File: src/rtl/cpu_pkg.sv
// Shared definitions for the instruction-cycle controller: states, opcodes,
// control-word bit indices and ALU operation codes.
package cpu_pkg;

  localparam int unsigned CW_MAX = 16;

  typedef enum logic [3:0] {
    ST_IDLE,
    ST_F1,
    ST_F2,
    ST_F3,
    ST_DEC,
    ST_E1,
    ST_E2,
    ST_E3,
    ST_HALT
  } state_t;

  // Opcode values carried in IR.op
  localparam int unsigned OP_LOAD   = 1;
  localparam int unsigned OP_STORE  = 2;
  localparam int unsigned OP_ADD    = 3;
  localparam int unsigned OP_SUB    = 4;
  localparam int unsigned OP_JMP    = 5;
  localparam int unsigned OP_JMPGEZ = 6;
  localparam int unsigned OP_HALT   = 7;

  // Control-word bit indices; C5 and C10..C15 are reserved and stay low
  localparam int unsigned C0  = 0;   // MAR <- PC
  localparam int unsigned C1  = 1;   // MBR <- mem
  localparam int unsigned C2  = 2;   // PC  <- PC + 1
  localparam int unsigned C3  = 3;   // IR  <- MBR
  localparam int unsigned C4  = 4;   // MAR <- IR.addr
  localparam int unsigned C5  = 5;
  localparam int unsigned C6  = 6;   // BR  <- MBR (ALU X load)
  localparam int unsigned C7  = 7;   // ACC <- ALU
  localparam int unsigned C8  = 8;   // MBR <- ACC
  localparam int unsigned C9  = 9;   // PC  <- IR.addr
  localparam int unsigned C10 = 10;
  localparam int unsigned C11 = 11;
  localparam int unsigned C12 = 12;
  localparam int unsigned C13 = 13;
  localparam int unsigned C14 = 14;
  localparam int unsigned C15 = 15;

  localparam logic [1:0] ALU_PASS = 2'b00;
  localparam logic [1:0] ALU_ADD  = 2'b01;
  localparam logic [1:0] ALU_SUB  = 2'b10;

  typedef enum logic [2:0] {
    CLS_NOP,
    CLS_LOAD,
    CLS_STORE,
    CLS_ADD,
    CLS_SUB,
    CLS_JMP,
    CLS_JMPGEZ,
    CLS_HALT
  } cls_t;

  // One-hot mask for a control bit
  function automatic logic [CW_MAX-1:0] cbit(input int unsigned idx);
    return CW_MAX'(1) << idx;
  endfunction

endpackage

File: src/rtl/ctrl_seq_op_decode.sv
// Combinational instruction classifier: opcode -> instruction class, plus
// jump-taken qualification from the accumulator sign.
module op_decode
  import cpu_pkg::*;
#(
  parameter int unsigned OPW = 8
) (
  input  logic [OPW-1:0] i_op,
  input  logic           i_acc_neg,
  output logic [2:0]     o_cls,
  output logic           o_jmp_taken
);

  always_comb begin
    o_cls       = CLS_NOP;
    o_jmp_taken = 1'b0;
    case (i_op)
      OPW'(OP_LOAD):   o_cls = CLS_LOAD;
      OPW'(OP_STORE):  o_cls = CLS_STORE;
      OPW'(OP_ADD):    o_cls = CLS_ADD;
      OPW'(OP_SUB):    o_cls = CLS_SUB;
      OPW'(OP_JMP): begin
        o_cls       = CLS_JMP;
        o_jmp_taken = 1'b1;
      end
      OPW'(OP_JMPGEZ): begin
        o_cls       = CLS_JMPGEZ;
        o_jmp_taken = !i_acc_neg;
      end
      OPW'(OP_HALT):   o_cls = CLS_HALT;
      default:         o_cls = CLS_NOP;
    endcase
  end

endmodule

File: src/rtl/ctrl_seq.sv
// Hardwired instruction-cycle sequencer. Each state's micro-step is registered
// on the edge that leaves it, so ctrl shows a state's control bits one cycle later.
module ctrl_seq
  import cpu_pkg::*;
#(
  parameter int unsigned OPW = 8,
  parameter int unsigned CW  = 16
) (
  input  logic           clk,
  input  logic           rst,
  input  logic           start,
  input  logic [OPW-1:0] ir_op,
  input  logic           acc_neg,
  input  logic           mem_ack,
  output logic           mem_req,
  output logic           mem_we,
  output logic [CW-1:0]  ctrl,
  output logic [1:0]     alu_op,
  output logic           halted
);

  state_t          r_state;
  logic [2:0]      r_cls;
  logic [CW-1:0]   r_ctrl;
  logic            r_mem_req;
  logic            r_mem_we;
  logic [1:0]      r_alu_op;
  logic            r_halted;

  logic [2:0]      w_cls;
  logic            w_jmp_taken;

  function automatic logic [CW-1:0] cw_of(input logic [CW_MAX-1:0] m);
    return CW'(m);
  endfunction

  op_decode #(
    .OPW (OPW)
  ) u_op_decode (
    .i_op        (ir_op),
    .i_acc_neg   (acc_neg),
    .o_cls       (w_cls),
    .o_jmp_taken (w_jmp_taken)
  );

  // Sequencer: control pulses default low every cycle; mem_req spans F2/E2 only
  always_ff @(posedge clk or negedge rst) begin
    if (!rst) begin
      r_state   <= ST_IDLE;
      r_cls     <= CLS_NOP;
      r_ctrl    <= '0;
      r_mem_req <= 1'b0;
      r_mem_we  <= 1'b0;
      r_alu_op  <= ALU_PASS;
      r_halted  <= 1'b0;
    end else begin
      r_ctrl   <= '0;
      r_alu_op <= ALU_PASS;
      case (r_state)
        ST_IDLE: begin
          if (start) r_state <= ST_F1;
        end
        ST_F1: begin
          r_ctrl    <= cw_of(cbit(C0));
          r_mem_req <= 1'b1;
          r_mem_we  <= 1'b0;
          r_state   <= ST_F2;
        end
        ST_F2: begin
          if (mem_ack) begin
            r_ctrl    <= cw_of(cbit(C1));
            r_mem_req <= 1'b0;
            r_state   <= ST_F3;
          end
        end
        ST_F3: begin
          r_ctrl  <= cw_of(cbit(C2) | cbit(C3));
          r_state <= ST_DEC;
        end
        ST_DEC: begin
          r_cls <= w_cls;
          case (w_cls)
            CLS_LOAD, CLS_STORE, CLS_ADD, CLS_SUB: r_state <= ST_E1;
            CLS_JMP, CLS_JMPGEZ: begin
              if (w_jmp_taken) r_ctrl <= cw_of(cbit(C9));
              r_state <= ST_F1;
            end
            CLS_HALT: begin
              r_halted <= 1'b1;
              r_state  <= ST_HALT;
            end
            default: r_state <= ST_F1;
          endcase
        end
        ST_E1: begin
          if (r_cls == CLS_STORE) r_ctrl <= cw_of(cbit(C4) | cbit(C8));
          else                    r_ctrl <= cw_of(cbit(C4));
          r_mem_req <= 1'b1;
          r_mem_we  <= (r_cls == CLS_STORE);
          r_state   <= ST_E2;
        end
        ST_E2: begin
          if (mem_ack) begin
            r_mem_req <= 1'b0;
            r_mem_we  <= 1'b0;
            if (r_cls == CLS_STORE) begin
              r_state <= ST_F1;
            end else begin
              r_ctrl  <= cw_of(cbit(C1));
              r_state <= ST_E3;
            end
          end
        end
        ST_E3: begin
          // C6 lasts exactly one cycle so the negedge-sampled BR loads once
          r_ctrl <= cw_of(cbit(C6) | cbit(C7));
          case (r_cls)
            CLS_ADD: r_alu_op <= ALU_ADD;
            CLS_SUB: r_alu_op <= ALU_SUB;
            default: r_alu_op <= ALU_PASS;
          endcase
          r_state <= ST_F1;
        end
        ST_HALT: begin
          r_state <= ST_HALT;
        end
        default: begin
          r_state <= ST_IDLE;
        end
      endcase
    end
  end

  assign mem_req = r_mem_req;
  assign mem_we  = r_mem_we;
  assign ctrl    = r_ctrl;
  assign alu_op  = r_alu_op;
  assign halted  = r_halted;

endmodule
File: config.mk
export PLATFORM = sky130hd
export DESIGN_NAME = ctrl_seq
export DESIGN_NICKNAME = d
export VERILOG_FILES = /design/src/rtl/cpu_pkg.sv /design/src/rtl/ctrl_seq_op_decode.sv /design/src/rtl/ctrl_seq.sv
export SDC_FILE = /design/constraint.sdc
export NUM_CORES = 1
export LEC_CHECK = 0
export BUFFER_PORTS_ARGS = -buffer_cell sky130_fd_sc_hd__buf_2
export CORE_MARGIN = 1
export CORE_UTILIZATION = 50
export DETAILED_ROUTE_END_ITERATION = 16
export PLACE_DENSITY = 0.88
export SETUP_SLACK_MARGIN = 0.2
export SLEW_MARGIN = 20
export SYNTH_ARGS = -nofsm -noshare
export SYNTH_HDL_FRONTEND = slang
export SYNTH_SLANG_ARGS = --single-unit
File: constraint.sdc
create_clock -name clk -period 2.7 [get_ports clk]
set_input_delay 0.27 -clock clk [delete_from_list [all_inputs] [get_ports clk]]
set_output_delay 0.27 -clock clk [all_outputs]
set_load 0.02 [all_outputs]
* Yosys cells after proc, flatten, opt, wreduce, memory -nomap -nowiden
Cells that the tools add are included.
** Word-level totals
- Word-level logic and storage cells :: 68
- Register bits :: 28
- Input bits :: 13
** Cells by class
- Reduce and logical (&&, ||, !) cells :: 12
- Mux-type cells :: 20
- Equality and inequality tests :: 29
** Operators by type and width (number)
- $pmux W10 S7 :: 1
- $pmux W4 S9 :: 1
- $eq A8 B3 Y1 const B :: 4
- $pmux W3 S7 :: 1
- $mux W10 :: 2
- $eq A4 B3 Y1 const B :: 4
- $eq A8 B2 Y1 const B :: 2
- $eq A3 B3 Y1 const B :: 5
- $eq A3 B2 Y1 const B :: 4
- $mux W4 :: 3
- $mux W9 :: 1
- $eq A4 B2 Y1 const B :: 2
- $eq A8 B1 Y1 const B :: 1
- $mux W2 :: 4
- $pmux W4 S2 :: 1
- $ne A2 B2 Y1 const B :: 3
- $reduce_and A2 Y1 :: 3
- $reduce_or A2 Y1 :: 3
- $eq A4 B1 Y1 const B :: 1
- $eq A4 B4 Y1 const B :: 1
- $logic_not A4 Y1 :: 1
- $pmux W1 S2 :: 2
- $pmux W2 S2 :: 1
- $reduce_or A4 Y1 :: 1
- 9 further kinds :: 9

* Depth between registers and ports, before layout
Gate-level depths: netlist of run 1.
- Word-level depth :: 6
- Gate-level depth with buffers :: 5

* By module
Synthesis of run 1 repeated with hierarchy kept, for this count alone.
** Unflattened totals
- Cell total of the unflattened synthesis :: 99
- Area, all modules :: 984.7 sq um
** Modules (own cells, without submodules)
- ctrl_seq :: area each 920.9 sq um, seq. area each 475.5 sq um, times used 1, cells each 91
- op_decode :: area each 63.8 sq um, seq. area each 0.0 sq um, times used 1, cells each 8

* Least setup slack after synthesis of run 1
Ideal clock, no wire load.
- Kind :: register -> register
- Start point :: register r_state[3]
- End point :: register r_halted (netlist: halted)
- Setup slack :: 1.457 ns
- Buffers on the path :: 0
- Clock period less this slack :: 1.243 ns
- Arrival :: 1.177 ns
- Cell stages (with the launch flop) :: 5
- Library setup time :: 0.066 ns
- Required time :: 2.634 ns
- Path through :: dfrtp_1 -> nand2b_4 -> or3_4 -> nor2_2 -> a41o_1
** Between the ends
- Cells in the longest elaborated chain, start to end :: 2
** RTL lines
- from (decl) :: line ctrl_seq.sv:22 : state_t r_state;
- from (signal assigned) :: line ctrl_seq.sv:49 : r_state <= ST_IDLE;
- from (signal assigned) :: line ctrl_seq.sv:61 : if (start) r_state <= ST_F1;
- from (signal assigned) :: line ctrl_seq.sv:67 : r_state <= ST_F2;
- $eq A4 B3 Y1 :: line ctrl_seq.sv:59 : case (r_state)
- $reduce_and A2 Y1 (no source line)
- to (signal assigned) :: line ctrl_seq.sv:55 : r_halted <= 1'b0;
- to (signal assigned) :: line ctrl_seq.sv:89 : r_halted <= 1'b1;
- to (decl) :: line ctrl_seq.sv:28 : logic r_halted;
Every way passes these cells.
A chain may end at the register's enable or synchronous reset.

* Worst setup path after layout of run 1
- Start point :: register r_cls[2]
- End point :: register r_state[2]
** Between the ends
- Cells in the longest elaborated chain, start to end :: 4
** RTL lines
- from (decl) :: line ctrl_seq.sv:23 : logic [2:0] r_cls;
- from (signal assigned) :: line ctrl_seq.sv:81 : r_cls <= w_cls;
- $eq A3 B2 Y1 :: line ctrl_seq.sv:106 : if (r_cls == CLS_STORE) begin
- $mux W3 :: line ctrl_seq.sv:106
- $mux W4 :: line ctrl_seq.sv:103 : if (mem_ack) begin
- $pmux W4 S9 :: line ctrl_seq.sv:59
- to (signal assigned) :: line ctrl_seq.sv:61
- to (signal assigned) :: line ctrl_seq.sv:107 : r_state <= ST_F1;
- to (signal assigned) :: line ctrl_seq.sv:110 : r_state <= ST_E3;
Every way passes these cells. The select of a mux whose other input is x is not followed.

==> impl_metrics.ini, run 1 <==
[outcome]
status = completed

[floorplan]
fp-row-count = 15
design.core.area_um2 = 1727
initial_core_util_pct = 53.19
chipWidth_um = 44.86
ioPinCount = 34
fp.dieArea_um2 = 2012
die_height_um = 44.86

[power]
power_density_nw_per_um2 = 868.8
max_ir_drop_vdd_v = 0.0004313
power_switching_share_pct = 40.73
internal_mw = 0.5438
clock_power_share_pct = 15.8
switchingPower_mw = 0.3737
total_leakage_power_nw = 0.5644
power.share.combinational_pct = 34.7
power_frac_seq_pct = 49.5

[timing]
clock.fmax_mhz = 687.8
timing.setup.tns_ps = 0
final_max_slew_viol_count = 0
finalSetupViolations = 0
final.setup_skew_ps = 10.16
finalHoldWorstSlack_ps = 246.0
hold_violations = 0
post-route-period-util_pct = 53.85
rsz0062_at_grt = false
timing.final.crit_period_ps = 1454

[worst_setup_path]
worstPathMaxFanout = 4
r2r.worst_path.cells = 4
critPathLaunchType = flip-flop
worstReg2RegEnd = r_state[2]
critical-path-top-delay-family = compound AO/OA/AOI/OAI gates
timing.critical_path.to_type = flip-flop
crit_chain = nor3b_1 -> a2111oi_0 -> o21ai_0 -> o31ai_1
worstPathBufferInverterCount = 0
critical_path_arrival_ps = 1630
critPathKind = reg2reg
setup.reg_to_reg.worst_slack_ps = 1250
crit_start = r_cls[2]
worst_path_cell_with_the_longest_stage_delay = nor3b_1
worst-endpoint-required_ps = 2880
worstReg2RegStart = r_cls[2]
max_stage_delay_ps = 440

[yosys]
synth_top_family_by_area = simple AND/OR/NAND/NOR gates
synthesis.area_per_instance_um2 = 9.667
synth_top_area_share_pct = 51.77
netlist-cell-type-count = 31
yosys.area_share.xor_xnor_pct = 0.9537
synthSimpleGateAreaFrac_pct = 21.53
yosys_register_bits = 19
synth.yosys.seq_area_share_pct = 51.77
synth-warning-count = 0
post_synth_fa_ha_maj_area_fraction_pct = 0
synth_area_um2 = 918.4
synthesis.instances = 95
synth_compound_area_share_pct = 13.90
synthDominantAreaCellType = dfrtp_1
netlist_top_cells_area = dfrtp_1 (52%), buf_4 (7.4%), nand2_1 (4.9%)
share_of_cell_area_taken_by_muxes_after_synthesis_pct = 1.226

[global_routing]
grt-ovfl-total = 0
globalRouteTotalUtil_pct = 19.15
grt_antenna_before_repair = 0
grt_pass1_wl_um = 2573
largest_net_degree_at_the_start_of_global_routing = 20
grt_pass1_vias = 628

[clock_network]
clock_path_buffers = 2
tritoncts = built
cts_root_buf = clkbuf_4
cts-resized-gates = 0
count_of_hold_buffers_inserted_by_post_cts_repair = 1
cts-buffers-inserted = 3
cts_post_setup_buffers_inserted = 0
clk_lat_worst_skew_ps = 300
numClockSinks = 19
h-tree-depth = 1
cts.clk_slew.worst_paths_ps = 100

[routing]
detailroute.via_count = 742
drt-initial-drc-count = 18
routed_wire_length_per_instance_um = 11.54
ant_nets = 0
avgViaCountPerCell = 5.117
wirelength_um = 1674
remaining_drc_errors = 0
firstDrtPassIters = 4

[min_path]
whs_path_depth = 3
hold_start = ir_op[2]
worst_min_delay_path_class = in2reg
worst_hold_path.endpoint = r_cls[2]

[finish]
nNetsFinal = 134
mostFrequentLayoutCell = buf_2
n_antenna_cell = 0
synthesis_to_finish_area_growth_pct = 14.99
final_cell_mix = buf_2 (26), dfrtp_1 (19), nand2_1 (12)
stdcell_area_um2 = 1056
fillerInstances = 145
drive_gt1_share_pct = 28.33

[placed_design]
gpl.final_weighted_congestion = 0.7883
numPortBuffers = 26
place_hpwl_um = 1224
placed_cell_area_um2 = 1020

[run]
cap_viol_max_count = 0
## cell families (layout without fill, tap and decap cells)
group	Yosys count	count (layout)
other cells	1	7
simple gates	38	38
mux	1	1
flops	19	19
compound gates	20	20
buf+inv	15	34
xor+xnor	1	1
## state kept, by name, summed over array words and instances, names as in the netlist
name,flops
alu_op,2
ctrl,7
halted,1
mem_req,1
mem_we,1
r_cls,3
r_state,4
## through the flow
step / utilization, % / cells / power [mW] / worst slack, ps
after global placement: 59.06 / 140 / 0.7566 / 1316
after detailed placement: 59.06 / 140 / 0.7745 / 1249
after global routing: 61.16 / 145 / 0.9818 / 1103
after floorplan: - / 101 / 0.7006 / 1457
after CTS: 61.16 / 145 / 0.9156 / 1248
final: 61.16 / 145 / 0.9175 / 1246
## layer usage
layer  GRT usage [%]  wire [um]  vias to the layer above
li1                -          -                      360
met1           19.48        678                      349
met2           34.12        862                       27
met3           2.800         62                        6
met4           16.36         70                        0
met5               0          0                        -
## worst reg2reg max path: cells and delay by family, from the launching register on
kind               cells  cell delay, ps
and+or+nand+nor        1             440
DFF                    1             420
AOI/OAI and AO/OA      3             490
## cell usage after synthesis
library cell	n
dfrtp_1	19
nand2_1	12
buf_4	9
nor2_1	9
o21ai_0	7
a21oi_1	4
nor3_1	4
buf_2	3
inv_1	3
a21o_1	2
and3_1	2
nand2b_1	2
a2111oi_0	1
a211oi_1	1
a31o_2	1
a31oi_1	1
a41o_1	1
and2_1	1
and4b_1	1
conb_1	1
mux2_2	1
nand2b_4	1
nand3_1	1
nand3b_1	1
nor2_2	1
nor3b_1	1
nor4_1	1
o221ai_1	1
o31ai_1	1
or3_4	1
xor2_1	1
## worst max-delay path by stage
stage	endpoint	slack, ps	depth (start not counted)
after detailed placement	r_state[2]	1250	4
after floorplan	halted	1460	4
after global routing	r_cls[0]	1100	4
final	r_state[2]	1250	4
after CTS	r_state[2]	1250	4
after global placement	halted	1320	4
## final cells by class
type | count | area (um^2) | area share, %
multi-input combinational | 67 | 371.6 | 35.19
sequential | 19 | 475.5 | 45.02
timing repair buffer | 27 | 140.1 | 13.27
inverter | 3 | 11.26 | 1.066
clock buffer | 4 | 26.28 | 2.488
tap | 25 | 31.28 | 2.962
## power by group through the flow
stage | registers (mW) | clock network (mW) | logic (mW)
2_1_floorplan | 0.448 | 0 | 0.252
3_3_place_gp | 0.449 | 0 | 0.308
3_5_place_dp | 0.456 | 0 | 0.319
4_1_cts | 0.451 | 0.144 | 0.320
5_1_grt | 0.469 | 0.159 | 0.354
6_report | 0.454 | 0.145 | 0.319
(Power assumes the default switching activity.)
==> run 2, diff against run 1 <==
- CORE_UTILIZATION: 50 -> 43
- PLACE_DENSITY: 0.88 -> 0.81
- clock period: 2.7 -> 1.3 ns (I/O delays scaled with it)
==> run 2 against run 1 <==
Flip-flop and latch count did not move. Maximum frequency rose by 12%. Clock skew fell by 4.7 ps. Count of clock-buffer cells in the layout did not move. Combinational power rose to 4.8 times the previous value. Cell area rose by 32%. Via count rose by 23%.
==> impl_metrics.ini, run 2 (synthesis results as in run 1) <==
[worst_setup_path]
crit_start = r_state[2]
worst-endpoint-required_ps = 1490
worstReg2RegStart = r_state[2]
timing.critical_path.to_type = flip-flop
critPathKind = reg2reg
worstPathMaxFanout = 4
critical_path_arrival_ps = 1490
critPathLaunchType = flip-flop

[power]
power_density_nw_per_um2 = 1965
total_leakage_power_nw = 0.7240
max_ir_drop_vdd_v = 0.001141

[placed_design]
numPortBuffers = 26
place_hpwl_um = 1368
post-place-ws_ps = 25.14
gpl.final_weighted_congestion = 0.8158
dp_cells = 149

[routing]
detailroute.via_count = 916
avgViaCountPerCell = 5.326
wirelength_um = 2669
routed_wire_length_per_instance_um = 15.52
ant_nets = 0
drt-initial-drc-count = 33
firstDrtPassIters = 4
remaining_drc_errors = 0

[timing]
post-route-period-util_pct = 99.84
final_max_slew_viol_count = 0
final.setup_skew_ps = 5.432
finalSetupViolations = 0
timing.setup.tns_ps = 0
rsz0062_at_grt = true
clock.fmax_mhz = 770.5
hold_violations = 0
post-route-worst-setup-slack_ps = 2.099
timing.final.crit_period_ps = 1298

[global_routing]
grt_pass1_wl_um = 3615
busiest_layer = met2
globalRouteMet3Util_pct = 1.111
grt_pass1_vias = 808
grt-ovfl-total = 0
grt_util_met2_pct = 38.67
largest_net_degree_at_the_start_of_global_routing = 20
globalRouteTotalUtil_pct = 22.84
grtUsageMet1_pct = 29.23
grt_antenna_before_repair = 0

[finish]
final_cell_mix = buf_2 (26), buf_4 (19), dfrtp_1 (17)
synthesis_to_finish_area_growth_pct = 52.32
nNetsFinal = 159
drive_gt1_share_pct = 54.48
finish.cell_count_without_fillers = 172
fillerInstances = 121
fin_util_pct = 70.58
largest_reg_flops = 7
n_antenna_cell = 0
mostFrequentLayoutCell = buf_2

[clock_network]
cts.clk_slew.worst_paths_ps = 110
cts_root_buf = clkbuf_4
h-tree-depth = 1
clock_path_buffers = 2
cts-buffers-inserted = 3
tritoncts = built
numClockSinks = 19
clk_lat_worst_skew_ps = 290

[min_path]
worst_min_delay_path_class = in2reg
hold_start = ir_op[2]

[floorplan]
fp.dieArea_um2 = 2325
die_height_um = 48.22
fp-row-count = 16
design.core.area_um2 = 1982
ioPinCount = 34
initial_core_util_pct = 46.34
chipWidth_um = 48.22

[outcome]
status = completed

[run]
cap_viol_max_count = 0
[run 2: final timing paths]
check,end,slack [ps],cells after the start
setup reg to reg,r_state[3],2,7
setup / recovery,r_state[3],2,7
hold reg to reg,mem_we,490,1
max in group asynchronous,r_state[0],700,2
hold / removal,r_cls[2],120,3
min in group asynchronous,alu_op[1],280,2
[run 2: critical path, cell delays in order, from the launching register on]
cell and delay (ps):
dfrtp_1 410, buf_4 150, nand2b_4 70, buf_4 120, nor3_2 40, buf_4 140
buf_4 120, a21o_1 140
[run 2: cell type report]
type / instances / area (um^2) / share of cell area [%]
Multi-Input combinational cell: 67 / 488.0 / 34.88
Timing Repair Buffer: 52 / 354.1 / 25.31
Sequential cell: 19 / 478.0 / 34.17
Tap cell: 27 / 33.78 / 2.415
Clock buffer: 4 / 26.28 / 1.878
Inverter: 3 / 18.77 / 1.342
[run 2: what timing repair did]
item                                    4_1_cts  5_1_grt
hold buffers                                  1        0
pin swaps                                     2        9
buffers inserted                             11        7
resized for setup                            15       29
endpoints found under the setup margin       11       15
endpoints found under the hold margin        19        0
[run 2: report_power, final]
group          switching [mW]  leakage (nW)  internal (mW)  total, mW
clock network           0.178        0.0150          0.119      0.297
logic                   0.787         0.456          0.756       1.54
registers               0.158         0.253          0.751      0.909
[run 2: through the flow]
step,area [um^2],hold slack [ps],power [mW]
CTS,1239,109.4,2.346
floorplan,940.9,-165.6,1.455
detailed placement,1075,86.36,1.722
finish,1399,121.6,2.749
global placement,1075,80.88,1.688
global route,1399,115.6,2.928
[run 2: routing by layer]
metal,vias up,share of wire (%)
met5,-,0
met4,0,1.8
met3,6,5.2
met2,55,52
met1,440,41
li1,415,-
==> run 3, diff against run 2 <==
- CORE_UTILIZATION: 43 -> 50
- PLACE_DENSITY: 0.81 -> 0.88
- SETUP_SLACK_MARGIN: 0.2 -> 0.4
- clock period: 1.3 -> 1.7 ns (I/O delays scaled with it)
==> run 3 against run 2 <==
Sequential power down 22%. Maximum frequency up 1.1%. Combinational power down 53%. Non-clock buffer count down 15. Clock skew up 9.5 ps. Sequential share of layout area up 7.4 points. Core utilization down 3.8 points. Largest cell class is now registers. Largest power group unchanged.
==> impl_metrics.ini, run 3 (synthesis results as in run 1) <==
[global_routing]
grt_antenna_before_repair = 0
grt_pass1_vias = 739
grt-ovfl-total = 0
grt_pass1_wl_um = 3201
globalRouteTotalUtil_pct = 22.41
largest_net_degree_at_the_start_of_global_routing = 20

[worst_setup_path]
worstPathMaxFanout = 5
critPathLaunchType = flip-flop
critical_path_arrival_ps = 1550
worst-endpoint-required_ps = 1960
setup.reg_to_reg.worst_slack_ps = 420
critPathKind = reg2reg
timing.critical_path.to_type = flip-flop

[timing]
timing.final.crit_period_ps = 1283
finalSetupViolations = 0
rsz0062_at_grt = true
final_max_slew_viol_count = 0
timing.setup.tns_ps = 0
post-route-worst-setup-slack_ps = 416.6
final.setup_skew_ps = 14.89
hold_violations = 0
post-route-period-util_pct = 75.49
clock.fmax_mhz = 779.2

[finish]
synthesis_to_finish_area_growth_pct = 25.48
fin_util_pct = 66.74
finish.cell_count_without_fillers = 155
n_antenna_cell = 0
nNetsFinal = 144
largest_reg_flops = 7
drive_gt1_share_pct = 39.23
final_cell_mix = buf_2 (27), dfrtp_1 (16), nand2_1 (12)
mostFrequentLayoutCell = buf_2

[clock_network]
cts_root_buf = clkbuf_4
numClockSinks = 19
h-tree-depth = 1
cts.clk_slew.worst_paths_ps = 120
clock_path_buffers = 2
cts-buffers-inserted = 3
clk_lat_worst_skew_ps = 310
tritoncts = built

[outcome]
status = completed

[run]
cap_viol_max_count = 0

[power]
max_ir_drop_vdd_v = 0.0006033
power_density_nw_per_um2 = 1459
total_leakage_power_nw = 0.6157

[floorplan]
fp.dieArea_um2 = 2012
initial_core_util_pct = 53.19
chipWidth_um = 44.86
design.core.area_um2 = 1727
die_height_um = 44.86
ioPinCount = 34
fp-row-count = 15

[placed_design]
place_hpwl_um = 1249
dp_cells = 141
numPortBuffers = 26
post-place-ws_ps = 305.8
gpl.final_weighted_congestion = 0.8044

[routing]
ant_nets = 0
remaining_drc_errors = 0
detailroute.via_count = 847
drt-initial-drc-count = 48
avgViaCountPerCell = 5.465
firstDrtPassIters = 4
routed_wire_length_per_instance_um = 13.50
wirelength_um = 2092

[min_path]
worst_min_delay_path_class = in2reg
run 3: changes by cell type in the layout (fill, tap and decap cells not counted), sizes merged:
cell / before / now
clkbuf: 4 / 3
clkinvlp: 0 / 1
buf: 51 / 36
run 3: path summary, 6_finish.rpt:
| path | cells after the start | end | from |
|---|---|---|---|
| setup reg to reg | 4 | halted | r_state[3] |
| setup / recovery | 4 | halted | r_state[3] |
| min in group asynchronous | 2 | alu_op[1] | rst |
| max in group asynchronous | 2 | r_state[0] | rst |
| hold / removal | 3 | r_cls[1] | ir_op[1] |
| hold reg to reg | 1 | halted | halted |
run 3: cell type report:
cell class,instances,area (um^2)
Clock buffer,3,22.52
Clock inverter,1,7.507
Fill cell,145,574.3
Inverter,3,11.26
Multi-Input combinational cell,67,387.9
Sequential cell,19,479.2
Tap cell,25,31.28
Timing Repair Buffer,37,212.7
run 3: layer usage:
layer  routed length, um  global-route usage, %  up-vias
met5                   0                      0        -
met4                  95                  16.36        0
met3                 158                  2.400       13
met2                1017                  35.59       60
met1                 821                  28.35      394
li1                    -                      -      380
run 3: through the flow:
| stage | hold slack, ps | cell area [um^2] | power, mW |
|---|---|---|---|
| after global placement | 117.4 | 1027 | 1.220 |
| after floorplan | -125.6 | 940.9 | 1.113 |
| after CTS | 131.7 | 1109 | 1.548 |
| final | 124.4 | 1152 | 1.681 |
| after detailed placement | 122.4 | 1027 | 1.250 |
| after global routing | 152.4 | 1152 | 1.773 |
run 3: repair_timing:
action                                  4_1_cts  5_1_grt
hold endpoints to repair                     19        0
buffers inserted                              5        4
gates resized for setup                       3        6
hold buffers                                  1        0
pin swaps                                     0        1
endpoints found under the setup margin        6        7
run 3: worst max-delay path: stages, from the launching register on:
cell      delay (ps)
dfrtp_1          400
nand2b_4         170
or3_4            370
nor2_2           130
a41o_1           170
run 3: power breakdown:
part | total, mW | internal, mW | switching (mW)
sequential | 0.713 | 0.576 | 0.138
combinational | 0.726 | 0.314 | 0.412
clock | 0.242 | 0.0900 | 0.152
total | 1.68 | 0.979 | 0.701
